## src/rtl/soc_bus_pkg.sv

```systemverilog
// Shared types and constants for the picorv32 native-bus fabric.
// Imported by the interface, decoder and fabric top.
package soc_bus_pkg;

  localparam int unsigned BYTE_W = 8;
  localparam int unsigned WORD_W = 32;
  localparam int unsigned STRB_W = WORD_W / BYTE_W;

  localparam logic [WORD_W-1:0] ERR_RDATA_DEFAULT = 32'hDEAD_BEEF;

  typedef enum logic [1:0] {
    IDLE   = 2'd0,
    ACCESS = 2'd1,
    RESP   = 2'd2
  } bus_state_t;

  function automatic int unsigned idx_width(input int unsigned n);
    return (n > 1) ? $clog2(n) : 1;
  endfunction

endpackage

```

## src/rtl/soc_bus_if.sv

```systemverilog
// CPU-side native bus plus one-hot slave-side bus seen by the fabric.
// master = surrounding system (CPU + peripherals), slave = the fabric itself.
interface soc_bus_if
  import soc_bus_pkg::*;
#(
  parameter int unsigned N_SLAVES = 6
) ();

  logic                       m_valid;
  logic                       m_instr;
  logic [WORD_W-1:0]          m_addr;
  logic [WORD_W-1:0]          m_wdata;
  logic [STRB_W-1:0]          m_wstrb;
  logic                       m_ready;
  logic [WORD_W-1:0]          m_rdata;

  logic [N_SLAVES-1:0]        s_sel;
  logic                       s_instr;
  logic [WORD_W-1:0]          s_addr;
  logic [WORD_W-1:0]          s_wdata;
  logic [STRB_W-1:0]          s_wstrb;
  logic [N_SLAVES-1:0]        s_ready;
  logic [N_SLAVES*WORD_W-1:0] s_rdata;

  modport master (
    output m_valid, m_instr, m_addr, m_wdata, m_wstrb, s_ready, s_rdata,
    input  m_ready, m_rdata, s_sel, s_instr, s_addr, s_wdata, s_wstrb
  );

  modport slave (
    input  m_valid, m_instr, m_addr, m_wdata, m_wstrb, s_ready, s_rdata,
    output m_ready, m_rdata, s_sel, s_instr, s_addr, s_wdata, s_wstrb
  );

endinterface

```

## src/rtl/soc_bus_decode.sv

```systemverilog
// Combinational priority decode of the address top byte into a slave index.
// The lowest matching index wins when base entries are duplicated.
module soc_bus_decode
  import soc_bus_pkg::*;
#(
  parameter int unsigned                N_SLAVES    = 6,
  parameter logic [N_SLAVES*BYTE_W-1:0] SLAVE_BASES = '0,
  localparam int unsigned               IDX_W       = idx_width(N_SLAVES)
) (
  input  logic [BYTE_W-1:0] addr_byte,
  output logic              hit,
  output logic [IDX_W-1:0]  idx
);

  // Scan downwards so the lowest matching index is the last assignment.
  always_comb begin
    hit = 1'b0;
    idx = '0;
    for (int i = int'(N_SLAVES) - 1; i >= 0; i--) begin
      if (SLAVE_BASES[i*BYTE_W +: BYTE_W] == addr_byte) begin
        hit = 1'b1;
        idx = IDX_W'(i);
      end
    end
  end

endmodule

```

## src/rtl/soc_bus_fabric.sv

```systemverilog
// picorv32 native-bus interconnect: top-byte decode, one-hot slave select,
// auto-ack, timeout and error reporting. All outputs come straight from flops.
module soc_bus_fabric
  import soc_bus_pkg::*;
#(
  parameter int unsigned                N_SLAVES       = 6,
  // Entry i occupies bits 8i+7:8i, so slave 0 is the rightmost byte.
  parameter logic [N_SLAVES*BYTE_W-1:0] SLAVE_BASES    = {8'hf1, 8'hf0, 8'hff, 8'hfe, 8'h01, 8'h00},
  parameter logic [N_SLAVES-1:0]        AUTOACK_MASK   = 6'b111100,
  parameter int unsigned                TIMEOUT_CYCLES = 255,
  parameter logic [WORD_W-1:0]          ERR_RDATA      = ERR_RDATA_DEFAULT
) (
  input  logic              clk_cpu,
  input  logic              n_reset,
  soc_bus_if.slave          bus,
  output logic              bus_err,
  output logic [WORD_W-1:0] err_addr,
  output logic [7:0]        err_count
);

  localparam int unsigned     IDX_W    = idx_width(N_SLAVES);
  localparam int unsigned     TMO_W    = (TIMEOUT_CYCLES > 1) ? $clog2(TIMEOUT_CYCLES) : 1;
  localparam bit              TMO_EN   = (TIMEOUT_CYCLES != 0);
  localparam logic [TMO_W-1:0] TMO_LAST = TMO_EN ? TMO_W'(TIMEOUT_CYCLES - 1) : '0;

  bus_state_t        state_q, state_d;
  logic [IDX_W-1:0]  idx_q, idx_d;
  logic              instr_q, instr_d;
  logic [WORD_W-1:0] addr_q, addr_d;
  logic [WORD_W-1:0] wdata_q, wdata_d;
  logic [STRB_W-1:0] wstrb_q, wstrb_d;
  logic [WORD_W-1:0] rdata_q, rdata_d;
  logic [TMO_W-1:0]  tmo_q, tmo_d;
  logic              err_q, err_d;
  logic [WORD_W-1:0] err_addr_q, err_addr_d;
  logic [7:0]        err_cnt_q, err_cnt_d;

  logic              dec_hit;
  logic [IDX_W-1:0]  dec_idx;
  logic              slave_done;
  logic              tmo_expired;
  logic              raise_err;
  logic [WORD_W-1:0] sel_rdata;

  soc_bus_decode #(
    .N_SLAVES    (N_SLAVES),
    .SLAVE_BASES (SLAVE_BASES)
  ) u_decode (
    .addr_byte (bus.m_addr[WORD_W-1 -: BYTE_W]),
    .hit       (dec_hit),
    .idx       (dec_idx)
  );

  // Auto-acked slaves finish on their first ACCESS cycle, so no first-cycle flag is needed.
  assign slave_done  = AUTOACK_MASK[idx_q] | bus.s_ready[idx_q];
  assign tmo_expired = TMO_EN && (tmo_q == TMO_LAST);
  assign sel_rdata   = bus.s_rdata[32'(idx_q) * WORD_W +: WORD_W];

  // State register
  always_ff @(posedge clk_cpu or negedge n_reset) begin
    if (!n_reset) begin
      state_q <= IDLE;
    end else begin
      state_q <= state_d;
    end
  end

  // Next-state logic
  always_comb begin
    state_d = state_q;
    unique case (state_q)
      IDLE:    if (bus.m_valid) state_d = dec_hit ? ACCESS : RESP;
      ACCESS:  if (slave_done || tmo_expired) state_d = RESP;
      RESP:    state_d = IDLE;
      default: state_d = IDLE;
    endcase
  end

  // Output logic
  always_comb begin
    bus.m_ready = (state_q == RESP);
    bus.m_rdata = rdata_q;
    bus.s_sel   = (state_q == ACCESS) ? (N_SLAVES'(1) << idx_q) : '0;
    bus.s_wstrb = (state_q == ACCESS) ? wstrb_q : '0;
    bus.s_instr = instr_q;
    bus.s_addr  = addr_q;
    bus.s_wdata = wdata_q;
    bus_err     = err_q;
    err_addr    = err_addr_q;
    err_count   = err_cnt_q;
  end

  // Datapath next state: request latch, read data capture, timeout and error tracking
  always_comb begin
    idx_d      = idx_q;
    instr_d    = instr_q;
    addr_d     = addr_q;
    wdata_d    = wdata_q;
    wstrb_d    = wstrb_q;
    rdata_d    = rdata_q;
    tmo_d      = tmo_q;
    err_d      = 1'b0;
    err_addr_d = err_addr_q;
    err_cnt_d  = err_cnt_q;
    raise_err  = 1'b0;

    unique case (state_q)
      IDLE: begin
        if (bus.m_valid) begin
          idx_d   = dec_idx;
          instr_d = bus.m_instr;
          addr_d  = bus.m_addr;
          wdata_d = bus.m_wdata;
          wstrb_d = bus.m_wstrb;
          tmo_d   = '0;
          if (!dec_hit) begin
            rdata_d   = ERR_RDATA;
            raise_err = 1'b1;
          end
        end
      end
      ACCESS: begin
        if (slave_done) begin
          rdata_d = sel_rdata;
        end else if (tmo_expired) begin
          rdata_d   = ERR_RDATA;
          raise_err = 1'b1;
        end else begin
          tmo_d = tmo_q + 1'b1;
        end
      end
      default: ;
    endcase

    if (raise_err) begin
      err_d      = 1'b1;
      err_addr_d = (state_q == IDLE) ? bus.m_addr : addr_q;
      err_cnt_d  = (err_cnt_q == 8'hff) ? err_cnt_q : err_cnt_q + 8'd1;
    end
  end

  always_ff @(posedge clk_cpu or negedge n_reset) begin
    if (!n_reset) begin
      idx_q      <= '0;
      instr_q    <= 1'b0;
      addr_q     <= '0;
      wdata_q    <= '0;
      wstrb_q    <= '0;
      rdata_q    <= '0;
      tmo_q      <= '0;
      err_q      <= 1'b0;
      err_addr_q <= '0;
      err_cnt_q  <= '0;
    end else begin
      idx_q      <= idx_d;
      instr_q    <= instr_d;
      addr_q     <= addr_d;
      wdata_q    <= wdata_d;
      wstrb_q    <= wstrb_d;
      rdata_q    <= rdata_d;
      tmo_q      <= tmo_d;
      err_q      <= err_d;
      err_addr_q <= err_addr_d;
      err_cnt_q  <= err_cnt_d;
    end
  end

endmodule

```

## src/flat_wrapper.sv

```systemverilog
// flat-port wrapper written by rule: the top's interface ports become plain ports
module soc_bus_fabric_flat import soc_bus_pkg::*;
#(
  parameter int unsigned                N_SLAVES       = 6,
                                                                     
  parameter logic [N_SLAVES*BYTE_W-1:0] SLAVE_BASES    = {8'hf1, 8'hf0, 8'hff, 8'hfe, 8'h01, 8'h00},
  parameter logic [N_SLAVES-1:0]        AUTOACK_MASK   = 6'b111100,
  parameter int unsigned                TIMEOUT_CYCLES = 255,
  parameter logic [WORD_W-1:0]          ERR_RDATA      = ERR_RDATA_DEFAULT
)
  (clk_cpu, n_reset, bus_err, err_addr, err_count, bus_m_valid, bus_m_instr, bus_m_addr, bus_m_wdata, bus_m_wstrb, bus_s_ready, bus_s_rdata, bus_m_ready, bus_m_rdata, bus_s_sel, bus_s_instr, bus_s_addr, bus_s_wdata, bus_s_wstrb);
  soc_bus_if #(.N_SLAVES(N_SLAVES)) bus_i ();
  input  logic clk_cpu;
  input  logic n_reset;
  output logic bus_err;
  output logic [WORD_W-1:0] err_addr;
  output logic [7:0] err_count;
  input wire logic [$bits(bus_i.m_valid)-1:0] bus_m_valid;
  input wire logic [$bits(bus_i.m_instr)-1:0] bus_m_instr;
  input wire logic [$bits(bus_i.m_addr)-1:0] bus_m_addr;
  input wire logic [$bits(bus_i.m_wdata)-1:0] bus_m_wdata;
  input wire logic [$bits(bus_i.m_wstrb)-1:0] bus_m_wstrb;
  input wire logic [$bits(bus_i.s_ready)-1:0] bus_s_ready;
  input wire logic [$bits(bus_i.s_rdata)-1:0] bus_s_rdata;
  output wire logic [$bits(bus_i.m_ready)-1:0] bus_m_ready;
  output wire logic [$bits(bus_i.m_rdata)-1:0] bus_m_rdata;
  output wire logic [$bits(bus_i.s_sel)-1:0] bus_s_sel;
  output wire logic [$bits(bus_i.s_instr)-1:0] bus_s_instr;
  output wire logic [$bits(bus_i.s_addr)-1:0] bus_s_addr;
  output wire logic [$bits(bus_i.s_wdata)-1:0] bus_s_wdata;
  output wire logic [$bits(bus_i.s_wstrb)-1:0] bus_s_wstrb;
  assign bus_i.m_valid = bus_m_valid;
  assign bus_i.m_instr = bus_m_instr;
  assign bus_i.m_addr = bus_m_addr;
  assign bus_i.m_wdata = bus_m_wdata;
  assign bus_i.m_wstrb = bus_m_wstrb;
  assign bus_i.s_ready = bus_s_ready;
  assign bus_i.s_rdata = bus_s_rdata;
  assign bus_m_ready = bus_i.m_ready;
  assign bus_m_rdata = bus_i.m_rdata;
  assign bus_s_sel = bus_i.s_sel;
  assign bus_s_instr = bus_i.s_instr;
  assign bus_s_addr = bus_i.s_addr;
  assign bus_s_wdata = bus_i.s_wdata;
  assign bus_s_wstrb = bus_i.s_wstrb;
  soc_bus_fabric #(.N_SLAVES(N_SLAVES), .SLAVE_BASES(SLAVE_BASES), .AUTOACK_MASK(AUTOACK_MASK), .TIMEOUT_CYCLES(TIMEOUT_CYCLES), .ERR_RDATA(ERR_RDATA)) u_core (.clk_cpu(clk_cpu), .n_reset(n_reset), .bus(bus_i), .bus_err(bus_err), .err_addr(err_addr), .err_count(err_count));
endmodule
```

## config.mk

```make
export PLATFORM = sky130hd
export DESIGN_NAME = soc_bus_fabric_flat
export DESIGN_NICKNAME = d
export VERILOG_FILES = /design/src/rtl/soc_bus_pkg.sv /design/src/rtl/soc_bus_if.sv /design/src/rtl/soc_bus_decode.sv /design/src/rtl/soc_bus_fabric.sv /design/src/flat_wrapper.sv
export SDC_FILE = /design/constraint.sdc
export NUM_CORES = 1
export LEC_CHECK = 0
export CAP_MARGIN = 5
export CORE_AREA = 2 2 162 164
export DETAILED_ROUTE_END_ITERATION = 12
export DIE_AREA = 0 0 164 166
export HOLD_SLACK_MARGIN = 0.08
export PLACE_DENSITY = 0.68
export SLEW_MARGIN = 40
export SYNTH_ARGS = -nofsm -noshare
export SYNTH_HDL_FRONTEND = slang
export SYNTH_SLANG_ARGS = --single-unit
```

## constraint.sdc

```tcl
create_clock -name clk_cpu -period 1.6 [get_ports clk_cpu]
set_input_delay 0.24 -clock clk_cpu [delete_from_list [all_inputs] [get_ports clk_cpu]]
set_output_delay 0.24 -clock clk_cpu [all_outputs]
set_load 0.005 [all_outputs]
```

Word level (Yosys, flattened, before mapping)
Memory sizes are Yosys's and may differ from the RTL's.
Cells that the tools add are included.

storage, ports and cells
  register bits = 155
  logic and storage cells = 80
  input bits = 270
  bits in read-only memories = 8
  memories = 1
  output and inout port bits = 149

memory list
  memory           depth  width  read ports  clocked after memory_dff  write ports  RTL line              RTL
  (no name shown)  8      1      1           0                         0            soc_bus_fabric.sv:55  assign slave_done = AUTOACK_MASK[idx_q] | bus.s_ready[idx_q];

operators by class
  reductions and logical operators = 9
  bitwise operators = 2
  eq/ne operators = 15
  shifts and indexed selects = 2
  order comparisons = 1
  add/sub/neg operators = 2
  multiplexer cells = 37

operators with widths
  kind                                                        count
  variable part select 192 x 9 -> 32 bit                      1
  2-to-1 mux 32 bit                                           5
  one-hot mux 32 bit (2 select lines)                         1
  equality test 8 bit, first input constant                   4
  2-to-1 mux 8 bit                                            3
  2-to-1 mux 3 bit                                            6
  adder 8 x 1 -> 8 bit, second input constant                 2
  equality test 8 bit, second input constant                  2
  one-hot mux 8 bit (2 select lines)                          1
  2-to-1 mux 1 bit                                            13
  equality test 1 x 8 -> 1 bit, first input constant          1
  logical NOT 8 bit                                           1
  != test 2 bit, second input constant                        4
  AND reduction 4 bit                                         2
  2-to-1 mux 2 bit                                            3
  2-to-1 mux 6 bit                                            1
  AND reduction 2 bit                                         3
  << shifter 1 x 3 -> 6 bit, first input constant             1
  less-than comparator 3 x 4 -> 1 bit, second input constant  1
  2-to-1 mux 4 bit                                            1
  one-hot mux 2 bit (2 select lines)                          1
  binary-select mux 1 bit (select 3 bit)                      1
  != test 3 x 1 -> 1 bit, second input constant               1
  equality test 2 x 1 -> 1 bit, second input constant         1
  other kinds (8)                                             8

Depth between registers and ports, before layout
  depth in word-level cells = 11
  gate-level depth with buffers = 9

Hierarchy
A second synthesis with hierarchy kept.

second synthesis, totals
  cells, all modules = 790
  area, all modules = 8013.9 sq um

by module, submodules not included
  module          times used  cells each  seq. area each (sq um)  area each (sq um)
  soc_bus_fabric  1           781         3878.7                  7953.9
  soc_bus_decode  1           9           0.0                     60.1

Least setup slack after synthesis
OpenSTA, ideal clock, no wires.

  path kind = register to register
  start = reg u_core.idx_q[0]
  end = reg u_core.rdata_q[10] (netlist: u_core.bus.m_rdata[10])
  library setup time = 121 ps
  cell stages (with the launch flop) = 9
  data required time = 1479 ps
  arrival = 1681 ps
  buffers on the path = 2
  setup slack = -202 ps
  path through = dfrtp_1 clkbuf_1 mux2i_1 o211a_1 nor2_1 o21ai_4 inv_4 buf_6 o22a_1

between the ends
  word-level cells in the longest chain between the ends = 5
  elaborated cells on any way between the ends = 10
  those cells by class = 1 x eq/ne; 1 x shift; 5 x mux; 1 x bitwise; 1 x reduce/logical; 1 x memory

ends and longest elaborated chain
  what                                                                            RTL line               RTL
  start, declared                                                                 soc_bus_fabric.sv:27   logic [IDX_W-1:0] idx_q, idx_d;
  start signal, assigned                                                          soc_bus_fabric.sv:155  idx_q <= idx_d;
  branches (longest 5 deep; another with variable part select 192 x 9 -> 32 bit)  --
  end signal, assigned                                                            soc_bus_fabric.sv:160  rdata_q <= rdata_d;
  end, declared                                                                   soc_bus_fabric.sv:32   logic [WORD_W-1:0] rdata_q, rdata_d;

Parallel ways; which one is timed is not known. The select of a mux whose other input is x is not followed.
A chain may end at the register's enable or synchronous reset.

Final worst setup path
  start = reg u_core.idx_q[2]
  end = reg u_core.rdata_q[2] (netlist: u_core.bus.m_rdata[2])

The elaborated chain is that of the path after synthesis.

==> flow_summary.ini <==
[grt]
overflow = 0
via_count_of_the_first_global_routing_pass = 8268
global_route_wire_length_before_repair_um = 48000
grt_antenna_before_repair = 9
globalRouteTotalUtil = 0.232
grt_max_degree = 49

[floorplanning]
initial_utilization = 0.306
floorplan.die.height_um = 166
die_w_um = 164
floorplan.io_pins = 419
rows = 59
die_area_mm2 = 0.0272
core_region_area_mm2 = 0.0256

[sta]
finalCriticalPeriod_ns = 1.96
grt_setup_unrepaired = yes
final-max-slew-violation-count = 0
max_freq_ghz = 0.511
final_critical_path_setup_slack_ns = -0.358
max_slew_margin = 0.715
timing_worst_slew_pin_value_ns = 0.428
fin_skew_ns = 0.0206
setup_viol_count_final = 164
final_min_period_over_clock_period = 1.22
report.final.hold_viol_count = 0

[logic_synthesis]
postSynthCellCount = 769
yosys_most_used_dff = sky130_fd_sc_hd__dfrtp_1
async_flop_share = 1.00
synth_warnings = 0
syn-num-nets = 1042
synth-seq-area-share = 0.495
synth_edf_count = 0
synth_top_cell_area_share = 0.495
synthDistinctLibCells = 42
avgSynthCellArea_um2 = 10.2
post_synthesis_cell_area_mm2 = 0.00783
yosys-top-cells-area = sky130_fd_sc_hd__dfrtp_1 (50%), sky130_fd_sc_hd__nand2_1 (10%), sky130_fd_sc_hd__mux4_2 (9.2%)
yosysTopAreaCell = sky130_fd_sc_hd__dfrtp_1
synthesized_flop_and_latch_total = 155

[cells_and_area]
final_nets = 1581
finalNonFillerCells = 1662
area_of_combinational_cells_with_multiple_inputs_mm2 = 0.00445
fillers = 2052
utilization = 0.609
synthToLayoutAreaGrowth_pct = 99.1
drive_gt1_frac = 0.318
layout.area.seq_mm2 = 0.00388

[setup_path]
path_delay_family = buffers and inverters
start_kind = flip-flop
worst_path_largest_cell_delay_ns = 0.43
path_common_cell = sky130_fd_sc_hd__buf_6
critical_path_buf_inv_count = 5
cp_cell_sequence = nor4b_4, buf_4, buf_6, buf_6, o211a_4, nor2_4, o21ai_4, buf_12, clkinv_8, o22a_2
crit_slowest_cell = sky130_fd_sc_hd__dfrtp_1
crit_type = reg2reg
crit_path_end_kind = flip-flop
timing.critical_path.arrival_ns = 2.27
cp_max_fo = 7
cp.required_ns = 1.91

[drt]
dr_total_vias = 8168
post_drt_wl_per_cell_um = 21.0
dr.first_iter.drc_count = 344
drt_first_pass_iters = 4
remaining_drc_errors = 0
drt.antenna.violating_nets = 0
finalWirelength_um = 34900
vias_per_cell = 4.91

[power]
p_seq_frac = 0.368
p_clk_frac = 0.313
areal_power_density_over_the_cells_mw_per_mm2 = 837
static-leakage-power_nw = 7.05
power.internal_mw = 9.02
sw_frac_of_total = 0.308
power.ir.vdd_worst_mv = 0.616
combPwrFrac = 0.319
switchingPower_mw = 4.02

[clock_network]
cts_root_buffer = sky130_fd_sc_hd__clkbuf_16
clk_latency_ns = 0.44
ctsLongestPathBuffers = 2
clock_sink_count = 155
cts-htree-levels = 4
cts_buffers = 17
clk_pin_slew_ns = 0.08
clock_tree_from_tritoncts = built

[worst_hold_path]
timing.hold.worst.class = in2async

[run_status]
failing_checks = negative setup slack
result_of_the_run = finished with violations

[placed_design]
detailed_place_hpwl_um = 23100
post_placement_cell_count = 1535
place.gp.congestion = 0.791
portBuffers = 414

[flow_run]
max_cap_violations = 0
-- power groups by stage --
stage / Combinational, mW / Clock, mW / Sequential, mW
CTS: 3.63 / 4.16 / 4.76
floorplan: 0.958 / 0 / 4.87
global route: 4.45 / 4.36 / 4.86
global placement: 3.25 / 0 / 4.84
finish: 4.16 / 4.09 / 4.79
detailed placement: 3.29 / 0 / 4.86
-- cells in the mapped netlist, types with 2 or more instances --
cell type	count
sky130_fd_sc_hd__o22ai_1	9
sky130_fd_sc_hd__nand2_1	212
sky130_fd_sc_hd__buf_6	2
sky130_fd_sc_hd__and2_1	8
sky130_fd_sc_hd__mux2_2	2
sky130_fd_sc_hd__clkbuf_1	29
sky130_fd_sc_hd__nor3_1	2
sky130_fd_sc_hd__and4_1	2
sky130_fd_sc_hd__and3_1	7
sky130_fd_sc_hd__inv_1	11
sky130_fd_sc_hd__nand3_1	6
sky130_fd_sc_hd__nand4_1	8
sky130_fd_sc_hd__ha_1	3
sky130_fd_sc_hd__buf_2	17
sky130_fd_sc_hd__a41oi_1	3
sky130_fd_sc_hd__o31ai_1	2
sky130_fd_sc_hd__a22o_2	8
sky130_fd_sc_hd__dfrtp_1	155
sky130_fd_sc_hd__mux4_2	32
sky130_fd_sc_hd__nand2b_1	2
sky130_fd_sc_hd__xor2_1	4
sky130_fd_sc_hd__a31oi_1	3
sky130_fd_sc_hd__mux2i_1	66
sky130_fd_sc_hd__nor2b_1	26
sky130_fd_sc_hd__a21oi_1	36
sky130_fd_sc_hd__nor2_1	43
sky130_fd_sc_hd__buf_1	4
sky130_fd_sc_hd__o22a_2	5
sky130_fd_sc_hd__o21ai_0	31
sky130_fd_sc_hd__o22a_1	19
-- worst paths after layout --
| kind | start | end | slack [ns] | depth (start not counted) |
|---|---|---|---|---|
| hold reg to reg | u_core.wstrb_q[3] | u_core.wstrb_q[3] | 0.46 | 2 |
| setup reg to reg | u_core.idx_q[2] | u_core.bus.m_rdata[2] | -0.36 | 10 |
| setup / recovery | u_core.idx_q[2] | u_core.bus.m_rdata[2] | -0.36 | 10 |
| min in group clk_cpu | bus_m_wstrb[3] | u_core.wstrb_q[3] | 0.36 | 3 |
| max in group asynchronous | n_reset | u_core.idx_q[0] | 0.69 | 3 |
| hold / removal | n_reset | u_core.bus.s_addr[8] | 0.28 | 2 |
-- registers in the layout (all words and copies together), names as in the netlist --
signal              flops
u_core.bus.m_rdata     32
u_core.bus.s_addr      32
u_core.bus.s_instr      1
u_core.bus.s_wdata     32
u_core.bus_err          1
u_core.err_addr        32
u_core.err_count        8
u_core.idx_q            3
u_core.state_q          2
u_core.tmo_q            8
u_core.wstrb_q          4
-- kinds of logic (layout without fill, tap and decap cells) --
kind of cell               after synthesis  after routing  synth area share
and+or+nand+nor                        321            321             0.177
muxes                                  100            100             0.179
DFF                                    155            155             0.495
other                                    0              6                 0
AOI/OAI and AO/OA                      121            121             0.102
buffers and inverters                   64            616            0.0356
adders and majority gates                3              3           0.00480
xor gates and xnor gates                 5              5           0.00559
-- cells in the final DEF (no fill, tap or decap), types with 7 or more instances in the layout --
master / instances
sky130_fd_sc_hd__nor2b_1: 24
sky130_fd_sc_hd__nand2_2: 63
sky130_fd_sc_hd__a22o_2: 8
sky130_fd_sc_hd__clkbuf_16: 27
sky130_fd_sc_hd__o22a_1: 19
sky130_fd_sc_hd__nand2_4: 35
sky130_fd_sc_hd__a21oi_1: 14
sky130_fd_sc_hd__nand2_1: 114
sky130_fd_sc_hd__clkdlybuf4s50_1: 349
sky130_fd_sc_hd__buf_2: 9
sky130_fd_sc_hd__nand4_1: 8
sky130_fd_sc_hd__dlygate4sd2_1: 17
sky130_fd_sc_hd__dlymetal6s2s_1: 36
sky130_fd_sc_hd__nor2_4: 13
sky130_fd_sc_hd__a21oi_2: 20
sky130_fd_sc_hd__nor2_1: 26
sky130_fd_sc_hd__mux2i_1: 61
sky130_fd_sc_hd__mux4_2: 32
sky130_fd_sc_hd__and3_1: 7
sky130_fd_sc_hd__dfrtp_1: 152
sky130_fd_sc_hd__inv_1: 9
sky130_fd_sc_hd__buf_6: 25
sky130_fd_sc_hd__buf_4: 83
sky130_fd_sc_hd__o21ai_0: 24
sky130_fd_sc_hd__buf_16: 7
sky130_fd_sc_hd__buf_12: 26
sky130_fd_sc_hd__o22ai_1: 8
-- what timing repair did --
action | 4_1_cts | 5_1_grt
gates resized for setup | 157 | 229
buffers inserted | 44 | 26
cloned | 8 | 15
hold buffers | 1 | 0
hold endpoints to repair | 36 | 0
endpoints found under the setup margin | 184 | 205
pin swaps | 47 | 69
-- metrics by stage --
stage,TNS [ns],setup slack [ns],total power [mW],hold slack (ns),instance area (um^2)
after global routing,-46.82,-0.419,13.7,0.312,15600
final,-35.35,-0.358,13.0,0.280,15600
after floorplan,-7.85,-0.185,5.83,-0.0556,7880
after global placement,-60.19,-0.717,8.10,0.190,12900
after CTS,-26.28,-0.297,12.6,0.289,14400
after detailed placement,-63.54,-0.783,8.15,0.191,12900
-- per-layer routing --
layer  up-vias  GRT usage  part of all wire
li1       3774          -                 -
met2       330      0.404              0.51
met5         -          0            0.0012
met4         6     0.0797             0.021
met3        44     0.0824             0.091
met1      4014      0.262              0.37
-- worst register-to-register path: cells and delay by family (launching register included) --
| family | cells | cell delay [ns] |
|---|---|---|
| buf+inv | 5 | 0.60 |
| compound gates | 3 | 0.46 |
| flops | 1 | 0.43 |
| simple gates | 2 | 0.34 |
-- final cells by class --
type                    count  share of cell area
flip-flops and latches    155               0.249
well taps                 335              0.0269
clock inverters            14             0.00971
diodes                      6            0.000963
inverters                  12             0.00385
multi-input cells         550               0.286
clock buffers              18              0.0275
repair inverters            2             0.00112
repair buffers            570               0.395
No activity file was read; power rests on OpenSTA's default activity.
